File: config.mk
export PLATFORM = sky130hd
export DESIGN_NAME = pipe_issue_ctrl_flat
export DESIGN_NICKNAME = d
export VERILOG_FILES = /design/src/rtl/pipe_pkg.sv /design/src/rtl/pipe_issue_ctrl_if.sv /design/src/rtl/pipe_scoreboard.sv /design/src/rtl/pipe_issue_ctrl.sv /design/src/flat_wrapper.sv
export SDC_FILE = /design/constraint.sdc
export NUM_CORES = 1
export LEC_CHECK = 0
export BUFFER_PORTS_ARGS = -buffer_cell sky130_fd_sc_hd__clkbuf_2
export CORE_MARGIN = 2
export CORE_UTILIZATION = 30
export CTS_CLUSTER_DIAMETER = 200
export DETAILED_ROUTE_END_ITERATION = 10
export GPL_TIMING_DRIVEN = 0
export PLACE_DENSITY = 0.53
export REMOVE_ABC_BUFFERS = 1
export SYNTH_ARGS = -nofsm -noshare
export SYNTH_HDL_FRONTEND = slang
export SYNTH_SLANG_ARGS = --single-unit
File: constraint.sdc
create_clock -name clk -period 2.53 [get_ports clk]
set_clock_uncertainty 0.05 [all_clocks]
set_input_delay 0.3795 -clock clk [delete_from_list [all_inputs] [get_ports clk]]
set_output_delay 0.3795 -clock clk [all_outputs]
set_load 0.01 [all_outputs]
File: src/rtl/pipe_pkg.sv
// Shared definitions for the issue/hazard controller: instruction format,
// opcodes, FSM states and decode helpers.
package pipe_pkg;
    localparam int NREG    = 8;
    localparam int RIDX_W  = 3;
    localparam int RAW_GAP = 2;
    localparam int CNT_W   = 16;

    localparam int OP_LSB  = 12;
    localparam int RD_LSB  = 9;
    localparam int RS1_LSB = 6;
    localparam int RS2_LSB = 3;

    typedef logic [3:0] opcode_t;
    localparam opcode_t OP_ADD  = 4'b0001;
    localparam opcode_t OP_SUB  = 4'b0010;
    localparam opcode_t OP_LOAD = 4'b0011;

    typedef enum logic [1:0] {RUN, DRAIN, HALTED} ctrl_state_t;

    typedef struct packed {
        opcode_t           op;
        logic [RIDX_W-1:0] rd;
        logic [RIDX_W-1:0] rs1;
        logic [RIDX_W-1:0] rs2;
    } decoded_t;

    function automatic decoded_t decode(input logic [15:0] instr);
        decoded_t d;
        d.op  = instr[OP_LSB  +: 4];
        d.rd  = instr[RD_LSB  +: RIDX_W];
        d.rs1 = instr[RS1_LSB +: RIDX_W];
        d.rs2 = instr[RS2_LSB +: RIDX_W];
        return d;
    endfunction

    function automatic logic uses_rs1(input decoded_t d);
        return (d.op == OP_ADD) || (d.op == OP_SUB);
    endfunction

    function automatic logic uses_rs2(input decoded_t d);
        return (d.op == OP_ADD) || (d.op == OP_SUB);
    endfunction

    // R0 is hardwired, so a write to it never creates a dependency.
    function automatic logic writes_rd(input decoded_t d);
        return ((d.op == OP_ADD) || (d.op == OP_SUB) || (d.op == OP_LOAD)) && (d.rd != '0);
    endfunction
endpackage

File: src/rtl/pipe_issue_ctrl_if.sv
// ID-stage request and pipeline-control response bundle for pipe_issue_ctrl.
interface pipe_issue_ctrl_if #(parameter int CNT_W = 16);
    logic             id_valid;
    logic [15:0]      id_instr;
    logic             flush;
    logic             halt_req;
    logic             resume;
    logic             issue;
    logic             bubble;
    logic             pc_en;
    logic             ifid_en;
    logic             halted;
    logic [CNT_W-1:0] stall_count;
    logic [CNT_W-1:0] issue_count;

    modport master (
        output id_valid, id_instr, flush, halt_req, resume,
        input  issue, bubble, pc_en, ifid_en, halted, stall_count, issue_count
    );

    modport slave (
        input  id_valid, id_instr, flush, halt_req, resume,
        output issue, bubble, pc_en, ifid_en, halted, stall_count, issue_count
    );
endinterface

File: src/rtl/pipe_scoreboard.sv
// Per-register countdown scoreboard: a register is busy until its producer's
// write-back lands, counted in edges since issue.
module pipe_scoreboard
    import pipe_pkg::*;
#(
    parameter int NREG    = pipe_pkg::NREG,
    parameter int RIDX_W  = pipe_pkg::RIDX_W,
    parameter int RAW_GAP = pipe_pkg::RAW_GAP
) (
    input  logic              clk,
    input  logic              rst_n,
    input  logic              set_en,
    input  logic [RIDX_W-1:0] set_idx,
    input  logic [RIDX_W-1:0] rs1_idx,
    input  logic [RIDX_W-1:0] rs2_idx,
    output logic              rs1_busy,
    output logic              rs2_busy,
    output logic              all_idle
);
    localparam int CW = $clog2(RAW_GAP + 1);

    logic [NREG-1:0][CW-1:0] cnt;
    logic [NREG-1:0]         busy;

    // Entry 0 is never loaded, so it stays at its reset value of zero.
    always_ff @(posedge clk or negedge rst_n) begin
        if (!rst_n) begin
            cnt <= '0;
        end else begin
            for (int i = 1; i < NREG; i++) begin
                if (set_en && set_idx == RIDX_W'(i))
                    cnt[i] <= CW'(RAW_GAP);
                else if (cnt[i] != '0)
                    cnt[i] <= cnt[i] - 1'b1;
            end
        end
    end

    always_comb begin
        busy = '0;
        for (int i = 0; i < NREG; i++)
            busy[i] = |cnt[i];
    end

    assign rs1_busy = busy[rs1_idx];
    assign rs2_busy = busy[rs2_idx];
    assign all_idle = ~|busy;
endmodule

File: src/rtl/pipe_issue_ctrl.sv
// ID->EX issue controller: stall-on-RAW using the scoreboard, flush handling,
// debug halt/drain/resume FSM and performance counters.
module pipe_issue_ctrl
    import pipe_pkg::*;
#(
    parameter int NREG    = pipe_pkg::NREG,
    parameter int RIDX_W  = pipe_pkg::RIDX_W,
    parameter int RAW_GAP = pipe_pkg::RAW_GAP,
    parameter int CNT_W   = pipe_pkg::CNT_W
) (
    input  logic               clk,
    input  logic               rst_n,
    pipe_issue_ctrl_if.slave   bus
);
    ctrl_state_t state_q, state_d;
    decoded_t    dec;
    logic        rs1_busy, rs2_busy, all_idle;
    logic        hazard, run_ok, issue_i, set_en, stall_inc;

    assign dec    = decode(bus.id_instr);
    assign hazard = bus.id_valid & ((uses_rs1(dec) & rs1_busy) | (uses_rs2(dec) & rs2_busy));
    assign run_ok = (state_q == RUN) & ~bus.halt_req;

    // rst_n gates the combinational outputs so the pipe is frozen while held in reset.
    assign issue_i     = rst_n & bus.id_valid & ~hazard & ~bus.flush & run_ok;
    assign bus.issue   = issue_i;
    assign bus.bubble  = ~issue_i;
    assign bus.pc_en   = rst_n & (bus.flush | (run_ok & (issue_i | ~bus.id_valid)));
    assign bus.ifid_en = bus.pc_en;
    assign bus.halted  = (state_q == HALTED);

    assign set_en    = issue_i & writes_rd(dec);
    assign stall_inc = run_ok & bus.id_valid & hazard & ~bus.flush;

    pipe_scoreboard #(
        .NREG    (NREG),
        .RIDX_W  (RIDX_W),
        .RAW_GAP (RAW_GAP)
    ) u_sb (
        .clk      (clk),
        .rst_n    (rst_n),
        .set_en   (set_en),
        .set_idx  (dec.rd),
        .rs1_idx  (dec.rs1),
        .rs2_idx  (dec.rs2),
        .rs1_busy (rs1_busy),
        .rs2_busy (rs2_busy),
        .all_idle (all_idle)
    );

    always_ff @(posedge clk or negedge rst_n) begin
        if (!rst_n) state_q <= RUN;
        else        state_q <= state_d;
    end

    always_comb begin
        state_d = state_q;
        case (state_q)
            RUN:     if (bus.halt_req)                 state_d = DRAIN;
            DRAIN:   if (all_idle)                     state_d = HALTED;
            HALTED:  if (bus.resume && !bus.halt_req)  state_d = RUN;
            default:                                   state_d = RUN;
        endcase
    end

    always_ff @(posedge clk or negedge rst_n) begin
        if (!rst_n) begin
            bus.stall_count <= '0;
            bus.issue_count <= '0;
        end else begin
            if (stall_inc && !(&bus.stall_count))
                bus.stall_count <= bus.stall_count + 1'b1;
            if (issue_i)
                bus.issue_count <= bus.issue_count + 1'b1;
        end
    end
endmodule
File: src/flat_wrapper.sv
// flat-port wrapper written by rule: the top's interface ports become plain ports
module pipe_issue_ctrl_flat import pipe_pkg::*;
#(
    parameter int NREG    = pipe_pkg::NREG,
    parameter int RIDX_W  = pipe_pkg::RIDX_W,
    parameter int RAW_GAP = pipe_pkg::RAW_GAP,
    parameter int CNT_W   = pipe_pkg::CNT_W
)
  (clk, rst_n, bus_id_valid, bus_id_instr, bus_flush, bus_halt_req, bus_resume, bus_issue, bus_bubble, bus_pc_en, bus_ifid_en, bus_halted, bus_stall_count, bus_issue_count);
  pipe_issue_ctrl_if #(.CNT_W(CNT_W)) bus_i ();
  input  logic clk;
  input  logic rst_n;
  input wire logic [$bits(bus_i.id_valid)-1:0] bus_id_valid;
  input wire logic [$bits(bus_i.id_instr)-1:0] bus_id_instr;
  input wire logic [$bits(bus_i.flush)-1:0] bus_flush;
  input wire logic [$bits(bus_i.halt_req)-1:0] bus_halt_req;
  input wire logic [$bits(bus_i.resume)-1:0] bus_resume;
  output wire logic [$bits(bus_i.issue)-1:0] bus_issue;
  output wire logic [$bits(bus_i.bubble)-1:0] bus_bubble;
  output wire logic [$bits(bus_i.pc_en)-1:0] bus_pc_en;
  output wire logic [$bits(bus_i.ifid_en)-1:0] bus_ifid_en;
  output wire logic [$bits(bus_i.halted)-1:0] bus_halted;
  output wire logic [$bits(bus_i.stall_count)-1:0] bus_stall_count;
  output wire logic [$bits(bus_i.issue_count)-1:0] bus_issue_count;
  assign bus_i.id_valid = bus_id_valid;
  assign bus_i.id_instr = bus_id_instr;
  assign bus_i.flush = bus_flush;
  assign bus_i.halt_req = bus_halt_req;
  assign bus_i.resume = bus_resume;
  assign bus_issue = bus_i.issue;
  assign bus_bubble = bus_i.bubble;
  assign bus_pc_en = bus_i.pc_en;
  assign bus_ifid_en = bus_i.ifid_en;
  assign bus_halted = bus_i.halted;
  assign bus_stall_count = bus_i.stall_count;
  assign bus_issue_count = bus_i.issue_count;
  pipe_issue_ctrl #(.NREG(NREG), .RIDX_W(RIDX_W), .RAW_GAP(RAW_GAP), .CNT_W(CNT_W)) u_core (.clk(clk), .rst_n(rst_n), .bus(bus_i));
endmodule
==> run summary <==
clock latency on the worst-skew pair -> 0.30 ns
I/O pin cnt -> 59
vias in the first global route -> 1933
Slew HR -> 0.541
CP max stage delay -> 0.47 ns
RSZ-0062 raised after global routing -> true
Synth Flop Type -> dfrtp_1
gp weighted congestion -> 0.753
kind of critical path -> flop to output pin
Final setup viols -> 3
met1 Use GR -> 0.174
DRC -> 0
CTS tree -> built
First DRT Iteration DRCs -> 57
met3 usage -> 0.0273
main area contributors after synthesis -> dfrtp_1 49%, xnor2_1 7.9%, xor2_1 5.7%
Detail Placement HPWL -> 3890 um
final worst slack -> -0.0298 ns
Root Driver -> clkbuf_8
Reg area -> 1200 um2
Post-Syn Area -> 2450 um2
NumNets Final -> 349
met2 Usage GRT -> 0.213
Gate Count Post-Synth -> 237
layout cells sized above 1 -> 0.368
distinct cell type count after synthesis -> 36
crit path launch type -> flop
final core occ -> 0.425
pwr dens -> 818 nW/um2
core box area -> 7810 um2
Leak Pwr -> 1.59 nW
outcome -> complete, but fails checks
largest area contributor in the netlist -> dfrtp_1
wirelength, routed -> 5870 um
vias -> 1978
initial antenna violation count -> 0
max cap viols -> 0
Slew Limit Fails -> 0
FMAX -> 391 MHz
CTS clock-pin slew for the worst setup and hold paths -> 0.09 ns
async set-reset flop share out of synthesis -> 1.00
period utilisation layout -> 1.01
Initial Util -> 0.313
Hold Buf Count CTS -> 0
Setup crit end kind -> output pin
GRT Util Overall -> 0.132
Die X -> 94.3 um
Required @ worst endpoint -> 2.10 ns
Filler cells -> 785
Tmin final -> 2.56 ns
die area -> 8900 um2
drt via density -> 4.71
global-route wire length before repair -> 9180 um
Worst path slowest cell -> mux4_2
Antenna Diode Count -> 0
Initial DRT Pass Iterations -> 4
post-DR wirelength/cell -> 14.0 um
CTS Sinks -> 48
Seq cells post-synth -> 48
Synth top cells by count -> 48 x dfrtp_1, 22 x xnor2_1, 21 x inv_1
CP cell instances -> inv_1 -> ha_4 -> mux4_2 -> a211o_4 -> a31oi_4 -> nor2b_2 -> buf_2
largest net degree at the start of global routing -> 51
grt ovf -> 0
Area Growth Syn to Fin -> 35.6%
worst min path class -> input pin to asynchronous set/reset pin
CTS Buf Count -> 5
worst slew pin tran -> 0.688 ns
hold slack -> 0.0792 ns
final setup TNS -> -0.0583 ns
busiest grt layer -> met2
CP arrival -> 2.13 ns
multi-input logic area -> 1330 um2
top-area cell type share of the netlist area -> 0.491
Cell Rows -> 32
FF-to-FF setup slack -> 0.07 ns
Die Y -> 94.3 um
Hold Fails Final Rpt -> 0
most frequent cell after synthesis -> dfrtp_1
Clock Path Buffers -> 2
failing checks -> setup timing
pre-CTS WS -> -0.899 ns
sequential element share of the synthesized area -> 0.491
synth warn -> 2
Max VDD drop -> 0.278 mV
EDFF count, synth -> 0
crit path max fanout -> 4
IO buf count -> 55
ANT nets after route -> 0
Synth Area per Inst -> 10.3 um2
CTS H-tree depth -> 2
## cell families after synthesis
kind of cell / Yosys count / synth area share
mux: 4 / 0.0266
simple gates: 82 / 0.167
flops: 48 / 0.491
fa+ha+maj: 9 / 0.0460
xor+xnor: 38 / 0.136
compound gates: 32 / 0.0920
buf+inv: 24 / 0.0419
## where the power goes
group | switching (mW) | internal [mW] | leakage, nW
sequential | 0.0760 | 0.902 | 0.618
clock | 0.253 | 0.389 | 0.0642
combinational | 0.480 | 0.614 | 0.912
total | 0.809 | 1.90 | 1.59
## critical path: cells and delay by family, from the launching register on
family	cells	cell delay [ns]
AO/OA/AOI/OAI	2	0.56
multiplexers	1	0.47
flip-flops	1	0.36
buffers and inverters	2	0.21
adder cells (fa/ha/maj)	1	0.17
AND/OR/NAND/NOR	1	0.07
## worst paths after layout
kind	from	to	cells after the start
worst max-delay path	u_core.u_sb.cnt[12]	bus_ifid_en	7
worst min-delay path	rst_n	u_core.bus.stall_count[0]	1
worst max register to register	u_core.u_sb.cnt[12]	u_core.bus.stall_count[15]	8
worst min register to register	u_core.bus.issue_count[15]	u_core.bus.issue_count[15]	1
max in group asynchronous	rst_n	u_core.bus.issue_count[4]	1
min in group clk	bus_resume	u_core.state_q[1]	2
## area by class of cell
cell class	count	area share
clock inverter	2	0.0181
tap	102	0.0384
inverter	21	0.0249
timing repair buffer	77	0.136
sequential	48	0.362
clock buffer	5	0.0207
multi-input combinational	165	0.400
## layer usage
metal / share of wire / wire length (um)
met1: 0.46 / 2730
met2: 0.48 / 2850
met3: 0.036 / 211
met4: 0.014 / 85
met5: 0 / 0
## what timing repair did
action | 4_1_cts | 5_1_grt
buffers inserted | 14 | 8
setup endpoints to repair | 34 | 20
pin swaps | 7 | 7
resized for setup | 22 | 22
## per-stage QoR
stage          power [mW]  area [um2]  instances
2_1_floorplan        1.55        2420        234
3_3_place_gp         1.68        2830        391
3_5_place_dp         1.71        2830        391
4_1_cts              2.61        3180        412
5_1_grt              2.91        3320        420
6_report             2.71        3320        420
## registers in the layout (all words and copies together), names as in the netlist
name and cells:
u_core.bus.stall_count 16, u_core.bus.issue_count 16, u_core.state_q 2, u_core.u_sb.cnt 14
## cells in the final DEF (no fill, tap or decap), types with 2 or more instances in the layout
| cell type | n |
|---|---|
| buf_4 | 21 |
| inv_2 | 7 |
| nand2_1 | 17 |
| nor2_1 | 13 |
| nand4_1 | 7 |
| a211o_4 | 2 |
| xnor2_1 | 22 |
| and3_1 | 3 |
| bufinv_16 | 2 |
| nor4_2 | 3 |
| nand3_1 | 14 |
| nor3_1 | 13 |
| o21a_1 | 6 |
| a21oi_1 | 7 |
| nand2b_1 | 2 |
| buf_2 | 2 |
| clkbuf_8 | 5 |
| o21ai_0 | 7 |
| xor2_1 | 16 |
| ha_4 | 6 |
| ha_1 | 2 |
| mux4_2 | 2 |
| buf_6 | 2 |
| dfrtp_1 | 48 |
| and4_1 | 2 |
| mux2i_1 | 2 |
| inv_1 | 13 |
| clkbuf_2 | 51 |
Power figures use the tool's default switching activity.
